$ cat config.mk
export PLATFORM = sky130hd
export DESIGN_NAME = campo_asteroides
export DESIGN_NICKNAME = d
export VERILOG_FILES = /design/src/rtl/campo_pkg.sv /design/src/rtl/asteroide_slot.sv /design/src/rtl/campo_asteroides.sv
export SDC_FILE = /design/constraint.sdc
export NUM_CORES = 1
export LEC_CHECK = 0
export ABC_AREA = 0
export CORE_MARGIN = 3
export CORE_UTILIZATION = 58
export DETAILED_ROUTE_END_ITERATION = 10
export DONT_BUFFER_PORTS = 1
export HOLD_SLACK_MARGIN = 0.12
export PLACE_DENSITY = 0.76
export SLEW_MARGIN = 20
export SYNTH_ARGS = -nofsm -noshare
export SYNTH_HDL_FRONTEND = slang
export SYNTH_HIERARCHICAL = 1
export SYNTH_SLANG_ARGS = --single-unit
$ cat constraint.sdc
create_clock -name clock -period 3.5 [get_ports clock]
set_input_delay 0.35 -clock clock [delete_from_list [all_inputs] [get_ports clock]]
set_output_delay 0.35 -clock clock [all_outputs]
set_load 0.02 [all_outputs]
$ cat src/rtl/campo_pkg.sv
// Shared constants for the asteroid-field datapath: sweep states, step sizes and jogada bit positions.
package campo_pkg;

    localparam logic [1:0] ST_IDLE  = 2'd0;
    localparam logic [1:0] ST_SWEEP = 2'd1;
    localparam logic [1:0] ST_DONE  = 2'd2;

    localparam int STEP_SLOW = 1;
    localparam int STEP_FAST = 2;

    localparam int JOG_UP      = 5;
    localparam int JOG_DOWN    = 4;
    localparam int JOG_RIGHT   = 3;
    localparam int JOG_LEFT    = 2;
    localparam int JOG_SPECIAL = 1;
    localparam int JOG_SHOT    = 0;

endpackage

$ cat src/rtl/asteroide_slot.sv
// One asteroid slot: position, speed and occupancy. Restart beats load, load beats free, free beats update.
module asteroide_slot import campo_pkg::*; #(
    parameter int COOR_W = 4
) (
    input  logic              clock,
    input  logic              reset_n,
    input  logic              restart,
    input  logic              load,
    input  logic [COOR_W-1:0] load_x,
    input  logic [COOR_W-1:0] load_y,
    input  logic              load_fast,
    input  logic              free,
    input  logic              update,
    input  logic [COOR_W-1:0] new_y,
    output logic [COOR_W-1:0] x,
    output logic [COOR_W-1:0] y,
    output logic              fast,
    output logic              valid
);

    logic [COOR_W-1:0] x_reg;
    logic [COOR_W-1:0] y_reg;
    logic              fast_reg;
    logic              valid_reg;

    always_ff @(posedge clock or negedge reset_n) begin
        if (!reset_n) begin
            x_reg     <= '0;
            y_reg     <= '0;
            fast_reg  <= 1'b0;
            valid_reg <= 1'b0;
        end else if (restart) begin
            valid_reg <= 1'b0;
        end else if (load) begin
            x_reg     <= load_x;
            y_reg     <= load_y;
            fast_reg  <= load_fast;
            valid_reg <= 1'b1;
        end else if (free) begin
            valid_reg <= 1'b0;
        end else if (update) begin
            y_reg <= new_y;
        end
    end

    assign x     = x_reg;
    assign y     = y_reg;
    assign fast  = fast_reg;
    assign valid = valid_reg;

endmodule

$ cat src/rtl/campo_asteroides.sv
// Multi-asteroid field: spawn handshake, per-tick sweep over all slots, shot/collision resolution, lives.
// Optional CAMPO_SHIP_MOVE_EN makes the ship column a register steered by jogada right/left.
module campo_asteroides import campo_pkg::*; #(
    parameter int N_AST      = 4,
    parameter int COOR_W     = 4,
    parameter int VIDAS_W    = 4,
    parameter int VIDAS_INIT = 3,
    parameter int SHIP_X     = 3,
    parameter int SHIP_Y     = 0
) (
    input  logic               clock,
    input  logic               reset_n,
    input  logic               restart,
    input  logic [5:0]         jogada,
    input  logic               tick,
    input  logic               spawn_valid,
    output logic               spawn_ready,
    input  logic [COOR_W-1:0]  spawn_x,
    input  logic [COOR_W-1:0]  spawn_y,
    input  logic               spawn_fast,
    output logic               busy,
    output logic               done,
    output logic               colisao,
    output logic               acertou,
    output logic               vidas,
    output logic [VIDAS_W-1:0] num_vidas,
    output logic [N_AST-1:0]   ativos,
    output logic [COOR_W-1:0]  db_nave_x
);

    localparam int IDX_W = (N_AST > 1) ? $clog2(N_AST) : 1;

    logic [1:0]         state_reg;
    logic [IDX_W-1:0]   idx_reg;
    logic               shot_pend_reg;
    logic               hit_flag_reg;
    logic               col_flag_reg;
    logic [VIDAS_W-1:0] vidas_reg;

    logic [COOR_W-1:0]  slot_x [N_AST];
    logic [COOR_W-1:0]  slot_y [N_AST];
    logic [N_AST-1:0]   slot_fast;
    logic [N_AST-1:0]   slot_valid;
    logic [N_AST-1:0]   slot_load;
    logic [N_AST-1:0]   slot_free;
    logic [N_AST-1:0]   slot_update;

    logic [IDX_W-1:0]   free_idx;
    logic [COOR_W-1:0]  ship_x;
    logic [COOR_W-1:0]  cur_x;
    logic [COOR_W-1:0]  cur_y;
    logic [COOR_W-1:0]  step;
    logic [COOR_W-1:0]  new_y;
    logic               kill_shot;
    logic               kill_col;
    logic               spawn_fire;
    logic               tick_fire;
    logic               is_idle;

    assign is_idle     = (state_reg == ST_IDLE);
    assign spawn_ready = is_idle && !(&slot_valid) && (vidas_reg != '0) && !restart;
    assign spawn_fire  = spawn_valid && spawn_ready;
    assign tick_fire   = tick && is_idle && (vidas_reg != '0) && !restart;

    always_comb begin
        free_idx = '0;
        for (int k = N_AST - 1; k >= 0; k--) begin
            if (!slot_valid[k]) free_idx = IDX_W'(k);
        end
    end

    for (genvar gi = 0; gi < N_AST; gi++) begin : g_slot
        asteroide_slot #(.COOR_W(COOR_W)) u_slot (
            .clock     (clock),
            .reset_n   (reset_n),
            .restart   (restart),
            .load      (slot_load[gi]),
            .load_x    (spawn_x),
            .load_y    (spawn_y),
            .load_fast (spawn_fast),
            .free      (slot_free[gi]),
            .update    (slot_update[gi]),
            .new_y     (new_y),
            .x         (slot_x[gi]),
            .y         (slot_y[gi]),
            .fast      (slot_fast[gi]),
            .valid     (slot_valid[gi])
        );
    end

`ifdef CAMPO_SHIP_MOVE_EN
    logic [COOR_W-1:0] nave_x_reg;
    logic              unused_jog;

    // Ship moves on sweep entry, so the sweep it starts already sees the new column.
    always_ff @(posedge clock or negedge reset_n) begin
        if (!reset_n) begin
            nave_x_reg <= COOR_W'(SHIP_X);
        end else if (restart) begin
            nave_x_reg <= COOR_W'(SHIP_X);
        end else if (tick_fire) begin
            if (jogada[JOG_RIGHT] && !jogada[JOG_LEFT] && (nave_x_reg != '1))
                nave_x_reg <= nave_x_reg + COOR_W'(1);
            else if (jogada[JOG_LEFT] && !jogada[JOG_RIGHT] && (nave_x_reg != '0))
                nave_x_reg <= nave_x_reg - COOR_W'(1);
        end
    end

    assign ship_x     = nave_x_reg;
    assign unused_jog = ^{jogada[JOG_UP], jogada[JOG_DOWN], jogada[JOG_SPECIAL]};
`else
    logic unused_jog;

    assign ship_x     = COOR_W'(SHIP_X);
    assign unused_jog = ^jogada[JOG_UP:JOG_SPECIAL];
`endif

    assign cur_x = slot_x[idx_reg];
    assign cur_y = slot_y[idx_reg];

    always_comb begin
        slot_load   = '0;
        slot_free   = '0;
        slot_update = '0;
        kill_shot   = 1'b0;
        kill_col    = 1'b0;
        step        = slot_fast[idx_reg] ? COOR_W'(STEP_FAST) : COOR_W'(STEP_SLOW);
        new_y       = cur_y - step;
        if (spawn_fire) slot_load[free_idx] = 1'b1;
        if ((state_reg == ST_SWEEP) && slot_valid[idx_reg]) begin
            if (shot_pend_reg && (cur_x == ship_x)) begin
                kill_shot          = 1'b1;
                slot_free[idx_reg] = 1'b1;
            end else if (cur_y < step) begin
                slot_free[idx_reg] = 1'b1;
            end else if ((cur_x == ship_x) && (new_y == COOR_W'(SHIP_Y))) begin
                kill_col           = 1'b1;
                slot_free[idx_reg] = 1'b1;
            end else begin
                slot_update[idx_reg] = 1'b1;
            end
        end
    end

    always_ff @(posedge clock or negedge reset_n) begin
        if (!reset_n) begin
            state_reg     <= ST_IDLE;
            idx_reg       <= '0;
            shot_pend_reg <= 1'b0;
            hit_flag_reg  <= 1'b0;
            col_flag_reg  <= 1'b0;
            vidas_reg     <= VIDAS_W'(VIDAS_INIT);
        end else if (restart) begin
            state_reg     <= ST_IDLE;
            idx_reg       <= '0;
            shot_pend_reg <= 1'b0;
            hit_flag_reg  <= 1'b0;
            col_flag_reg  <= 1'b0;
            vidas_reg     <= VIDAS_W'(VIDAS_INIT);
        end else begin
            case (state_reg)
                ST_IDLE: begin
                    if (tick_fire) begin
                        state_reg     <= ST_SWEEP;
                        idx_reg       <= '0;
                        shot_pend_reg <= jogada[JOG_SHOT];
                        hit_flag_reg  <= 1'b0;
                        col_flag_reg  <= 1'b0;
                    end
                end
                ST_SWEEP: begin
                    if (kill_shot) begin
                        hit_flag_reg  <= 1'b1;
                        shot_pend_reg <= 1'b0;
                    end
                    // Each collision costs one life; the counter stops at zero.
                    if (kill_col) begin
                        col_flag_reg <= 1'b1;
                        if (vidas_reg != '0) vidas_reg <= vidas_reg - VIDAS_W'(1);
                    end
                    if (idx_reg == IDX_W'(N_AST - 1)) state_reg <= ST_DONE;
                    else idx_reg <= idx_reg + IDX_W'(1);
                end
                ST_DONE: begin
                    state_reg     <= ST_IDLE;
                    shot_pend_reg <= 1'b0;
                    hit_flag_reg  <= 1'b0;
                    col_flag_reg  <= 1'b0;
                end
                default: state_reg <= ST_IDLE;
            endcase
        end
    end

    assign busy      = !is_idle;
    assign done      = (state_reg == ST_DONE);
    assign colisao   = done && col_flag_reg;
    assign acertou   = done && hit_flag_reg;
    assign vidas     = (vidas_reg != '0);
    assign num_vidas = vidas_reg;
    assign ativos    = slot_valid;
    assign db_nave_x = ship_x;

endmodule
# After elaboration in Yosys (flattened, before gate mapping)
# Index checks and enable logic that the tools add are counted.
# classes
bitwise_logic	2
addsub	3
muxes	81
n_eq_ne	13
n_reduce_logical	47
magnitude_cmp	6
# ops
cell	n
two-way mux 4 bit	29
two-way mux 1 bit	30
AND reduction 3 bit	8
two-way mux 2 bit	11
binary-select mux 4 bit (select 2 bit)	2
nonzero test 3 bit	5
logical AND 1 bit	14
nonzero test 2 bit	7
inequality test 3 bit (second input constant)	4
AND reduction 2 bit	5
case mux 1 bit (3 select lines)	3
inequality test 2 bit (second input constant)	4
case mux 2 bit (2 select lines)	2
nonzero test 4 bit	2
< comparator 2 x 3 -> 1 bit (second input constant)	2
binary-select mux 1 bit (select 2 bit)	2
demux 1 bit (select 2 bit)	2
equality test 2 bit (second input constant)	2
equality test 4 x 2 -> 1 bit (second input constant)	1
greater-or-equal comparator 2 x 1 -> 1 bit (second input constant)	2
logical NOT 4 bit	1
< comparator 4 x 2 -> 1 bit	1
AND reduction 4 bit	1
subtractor 4 x 1 -> 4 bit (second input constant)	1
9 further kinds	11
# word_totals
word_cells	174
out_inout_bits	18
reg_bits	51
inputBits	20

# Depth between registers and ports, before layout
# depth
ltp_word	14
ltp_mapped	13
mapped_depth_nobuf	12

# Modules after synthesis
# The synthesis kept the hierarchy.
# modules_own_cells
module	seq_area_each_um2	n_inst	cells_per_inst	area_per_inst_um2
asteroide_slot	250.2	4	29	462.9
campo_asteroides	277.8	1	154	1321.3

# Worst setup path before layout
# OpenSTA, ideal clock, no wires.
# synth_timing
kind	reg2reg
start	reg idx_reg[0]
end	reg g_slot[2].u_slot.y_reg[0]
stages_incl_launch_ff	14
t_required_ns	3.375
path_buffers	1
t_arrival_ns	3.369
setup_time_ns	0.125
period_less_slack_ns	3.494
path_slack_ns	0.006
path_cell_list	dfrtp_1 -> buf_2 -> mux4_2 -> inv_1 -> ha_1 -> nand2b_1 -> or3b_1 -> or3_1 -> a21oi_1 -> o21a_1 -> nor3b_1 -> nand2b_2 -> a21oi_4 -> mux2_4
# synth_between
elab_chain_len	13
elab_cells_between_ends	38
cone_classes	add/sub (1); order compare (3); eq/ne (2); mux (24); bitwise (1); reduce/logical (7)
# synth_lines
element	line	source
start, declared	campo_asteroides.sv:34	logic [IDX_W-1:0] idx_reg;
start signal, assigned	campo_asteroides.sv:182	else idx_reg <= idx_reg + IDX_W'(1);
NOT 2 -> 3 bit (not written as such)	campo_asteroides.sv:118, campo_asteroides.sv:119	
binary-select mux 4 bit (select 2 bit)	campo_asteroides.sv:119	assign cur_y = slot_y[idx_reg];
two-way mux 4 bit (not written as such) (2 in series)	campo_asteroides.sv:119	
subtractor 4 x 2 -> 4 bit	campo_asteroides.sv:128	new_y = cur_y - step;
logical NOT 4 bit	campo_asteroides.sv:136	end else if ((cur_x == ship_x) && (new_y == COOR_W'(SHIP_Y))) begin
logical AND 1 bit	campo_asteroides.sv:136	
two-way mux 4 bit	campo_asteroides.sv:136	
two-way mux 4 bit	campo_asteroides.sv:134	end else if (cur_y < step) begin
two-way mux 4 bit	campo_asteroides.sv:131	if (shot_pend_reg && (cur_x == ship_x)) begin
two-way mux 4 bit (*)	campo_asteroides.sv:130	if ((state_reg == ST_SWEEP) && slot_valid[idx_reg]) begin
named net slot_update[2]	campo_asteroides.sv:46	logic [N_AST-1:0] slot_update;
nonzero test 2 bit (no line) (*)	n/a	
AND reduction 3 bit (no line) (*)	n/a	
end signal, assigned	asteroide_slot.sv:36	y_reg <= load_y;
end signal, assigned	asteroide_slot.sv:42	y_reg <= new_y;
end, declared	asteroide_slot.sv:22	logic [COOR_W-1:0] y_reg;
# The timed path passes the listed nets; every way through them passes the cells marked *. The select of a mux whose other input is x is not followed.
# A chain may end at the register's enable or synchronous reset.

# Final worst setup path
# layout_timing
start	reg idx_reg[0]
end	reg g_slot[2].u_slot.y_reg[0]
# layout_between
elab_chain_len	13
elab_cells_between_ends	38
cone_classes	add/sub (1); order compare (3); eq/ne (2); mux (24); bitwise (1); reduce/logical (7)
# layout_lines
element	line	source
NOT 2 -> 3 bit (not written as such)	campo_asteroides.sv:118, campo_asteroides.sv:119	
binary-select mux 4 bit (select 2 bit)	campo_asteroides.sv:119	
two-way mux 4 bit (not written as such) (2 in series)	campo_asteroides.sv:119	
subtractor 4 x 2 -> 4 bit	campo_asteroides.sv:128	
logical NOT 4 bit	campo_asteroides.sv:136	
logical AND 1 bit	campo_asteroides.sv:136	
two-way mux 4 bit	campo_asteroides.sv:136	
two-way mux 4 bit	campo_asteroides.sv:134	
two-way mux 4 bit	campo_asteroides.sv:131	
two-way mux 4 bit (*)	campo_asteroides.sv:130	
named net slot_free[2]	campo_asteroides.sv:45	logic [N_AST-1:0] slot_free;
inequality test 2 bit (no line) (*)	n/a	
AND reduction 3 bit (no line) (*)	n/a	
# Marked as above.

==> metrics.md <==
| Metric | Value |
|---|---|
| ANT cells | `0` |
| Syn Inst Count | `270` |
| RR Startpoint | `idx_reg[0]` |
| Total wire length | `~6700 um` |
| Initial Utilization | `60.96%` |
| Synthesized flop and latch total | `51` |
| First-pass GRT wire length | `~11000 um` |
| Startpoint types | `flop` |
| Ys async rst share | `100.0%` |
| Worst skew pair latency | `about 0.31 ns` |
| Setup-failing EPs final | `0` |
| ANT nets after route | `0` |
| TritonCTS Sinks | `51` |
| Gpl congestion | `around 0.83` |
| Fin. Hold Viols | `0` |
| Flop2flop setup slack | `between 0.08 and 0.09 ns` |
| Detailed-route via count | `~2.1k` |
| Peak supply drop | `between 0.3 and 0.4 mV` |
| Ys Warns | `6` |
| Worst EP arrival | `between 3 and 4 ns` |
| Sequential area share after synthesis | `40.30%` |
| Post-Syn Area per Cell | `roughly 12 um2` |
| Min Tclk post-route | `approximately 3.4 ns` |
| Status | `completed` |
| Core box area | `0.005205 mm2` |
| Total CTS buffers | `5` |
| Fillers | `~410` |
| Maximum root-to-sink buffer count | `2` |
| Rows | `26` |
| CTS tree | `done` |
| Drt pass-1 iters | `4` |
| Share of cells above drive strength 1 | `between 30% and 40%` |
| Post-synth EDFFs | `0` |
| H-tree levels | `2` |
| Most used DFF post-synth | `dfrtp_1` |
| Worst r2r dst | `g_slot[2].u_slot/y[0]` |
| Post-DR wirelength/cell | `18.78 um` |
| Clock-pin slew on the worst setup and hold paths | `0.11 ns` |
| Min-delay src | `restart` |
| Crit Path Max Fanout | `5` |
| Die Span X | `around 80 um` |
| I/O pin cnt | `38` |
| Die Height | `between 70 and 80 um` |
| GRT Resource Usage Total | `22.56%` |
| Post-Route Setup TNS | `0 ns` |
| Max Clk Rate | `0.2925 GHz` |
| PortBufs | `0` |
| DR DRC count | `0` |
| Synth cell types | `54` |
| Hold-critical path depth | `1` |
| DIE AREA | `~0.0064 mm2` |
| Initial antenna violation count | `0` |
| Worst-margin pin slew | `0.8178 ns` |
| Syn-to-layout area delta | `11.08%` |
| Tot Pwr | `2.046 mW` |
| CP Class | `flop to flop` |
| Clk root buf | `clkbuf_8` |
| Largest net degree at the start of global routing | `52` |
| Leak pwr | `1.491 nW` |
| Post-Syn Area | `0.003173 mm2` |
| Vias per inst | `5.955` |
| Reg2Reg Depth | `11` |
| CP Capture Type | `flop` |
| Max Cap Viol | `0` |
| Nets | `around 320` |
| Slew Viols, Final | `0` |
| Slew HR | `44.62%` |
| Iteration-0 DRC count of the detailed router | `78` |
| Vias in the first global route | `~2.2k` |
| Placed wire-length estimate | `4755 um` |
| Total gr overflow | `0` |
| Hold endpoint | `num_vidas[0]` |
| Cell Pwr Density | `between 500 and 600 mW/mm2` |
| WP data required | `approximately 3.7 ns` |
| Hold crit path type | `input port to flop` |
| Tcrit/Tclk final | `about 98%` |
| Clock Skew | `about 0.012 ns` |
==> Yosys cell counts, drive strengths merged, types with 4 or more instances <==
cell type	count	area, um2
a31oi	4	25.02
nand2b	10	72.57
nand2	10	37.54
nor3b	6	45.04
nor2	16	90.08
mux2	54	668.1
mux4	6	138.9
nand4	5	31.28
inv	20	75.07
and2	4	25.02
ha	11	137.6
a211oi	5	37.54
buf	7	42.54
or3b	4	35.04
a21oi	13	110.1
o21ai	4	20.01
dfrtp	49	1226
==> per-layer routing <==
| layer | global-route usage (%) | up-vias | wire length, um |
|---|---|---|---|
| li1 | - | 1007 | - |
| met5 | 0 | - | 0 |
| met4 | 7.095 | 0 | 107 |
| met1 | 29.90 | 1074 | 3037 |
| met3 | 4.628 | 8 | 298 |
| met2 | 37.09 | 43 | 3280 |
==> area by class of cell <==
type | instances | area (um2) | area share [%]
multi-input combinational | 192 | 1838 | 52.15
inverter | 20 | 75.07 | 2.130
clock buffer | 5 | 68.82 | 1.952
sequential | 51 | 1280 | 36.32
timing repair buffer | 17 | 152.6 | 4.331
clock inverter | 3 | 22.52 | 0.6390
tap | 70 | 87.58 | 2.485
==> cells by family after synthesis <==
family	share of synthesized area, %
other	0.2367
multiplexers	26.06
flip-flops	40.30
XOR/XNOR	0.5522
AO/OA/AOI/OAI	9.345
buffers and inverters	3.943
adder cells (fa/ha/maj)	4.968
AND/OR/NAND/NOR	14.59
==> power by group <==
part | switching, mW | leakage, nW | total (mW) | internal [mW]
logic | 0.437 | 0.770 | 0.942 | 0.504
clock network | 0.213 | 0.0489 | 0.359 | 0.145
registers | 0.0625 | 0.672 | 0.745 | 0.683
total | 0.713 | 1.49 | 2.05 | 1.33
==> metrics by stage <==
stage,std cells,cell area (um2),hold WS [ns],setup WS [ns],util [%]
final,358,3525,0.1592,0.08101,67.72
after global routing,358,3525,0.1618,-0.02802,67.72
after CTS,356,3448,0.1463,0.04221,66.25
after detailed placement,345,3308,0.05578,0.03736,63.56
after global placement,345,3308,0.05578,0.04726,63.56
after floorplan,272,3181,0.05441,0.006129,-
==> worst max-delay path by stage <==
stage	startpoint	end	cells past startpoint
2_1_floorplan	idx_reg[0]	g_slot[2].u_slot/y[0]	13
3_3_place_gp	idx_reg[0]	g_slot[1].u_slot/y[0]	11
3_5_place_dp	idx_reg[0]	g_slot[1].u_slot/y[1]	11
4_1_cts	idx_reg[0]	g_slot[3].u_slot/y[2]	12
5_1_grt	idx_reg[0]	g_slot[2].u_slot/y[2]	11
6_report	idx_reg[0]	g_slot[2].u_slot/y[0]	11
==> timing repair <==
action / 4_1_cts / 5_1_grt
endpoints found under the hold margin: 61 / 0
endpoints found under the setup margin: 8 / 16
gates resized for setup: 1 / 15
hold buffers: 3 / 0
buffers inserted: 0 / 2
pin swaps: 0 / 4
==> worst max-delay path, cell delays in order (launching register included) <==
cell	delay, ns
dfrtp_2	0.46
mux4_2	0.54
inv_1	0.10
ha_1	0.19
nand2b_1	0.16
or3b_1	0.40
or3_4	0.36
a21o_4	0.24
a211oi_2	0.26
nand2b_4	0.18
a21oi_4	0.09
mux2_4	0.31
==> cell usage in the layout, fill, tap and decap left out, drive strengths merged, types with 2 or more instances in the layout <==
cell type    synthesis  routed
o21ai                4       4
and4                 3       3
nor2                16      16
nor3b                6       6
nand3                3       3
a22oi                3       3
conb                 2       4
mux4                 6       6
nand4                5       5
a21oi               13      13
inv                 20      22
mux2i                2       2
mux2                54      54
dfrtp               49      49
dlygate4sd3          0       2
or3b                 4       4
o31ai                3       3
buf                  7      15
nor4b                2       2
clkbuf               2       5
a211oi               5       5
nor2b                3       3
dfstp                2       2
nand2               10      10
nor3                 2       2
a31oi                4       4
ha                  11      11
and2                 4       4
nand2b              10      10
Note: power is estimated with default switching activity, not from simulation.
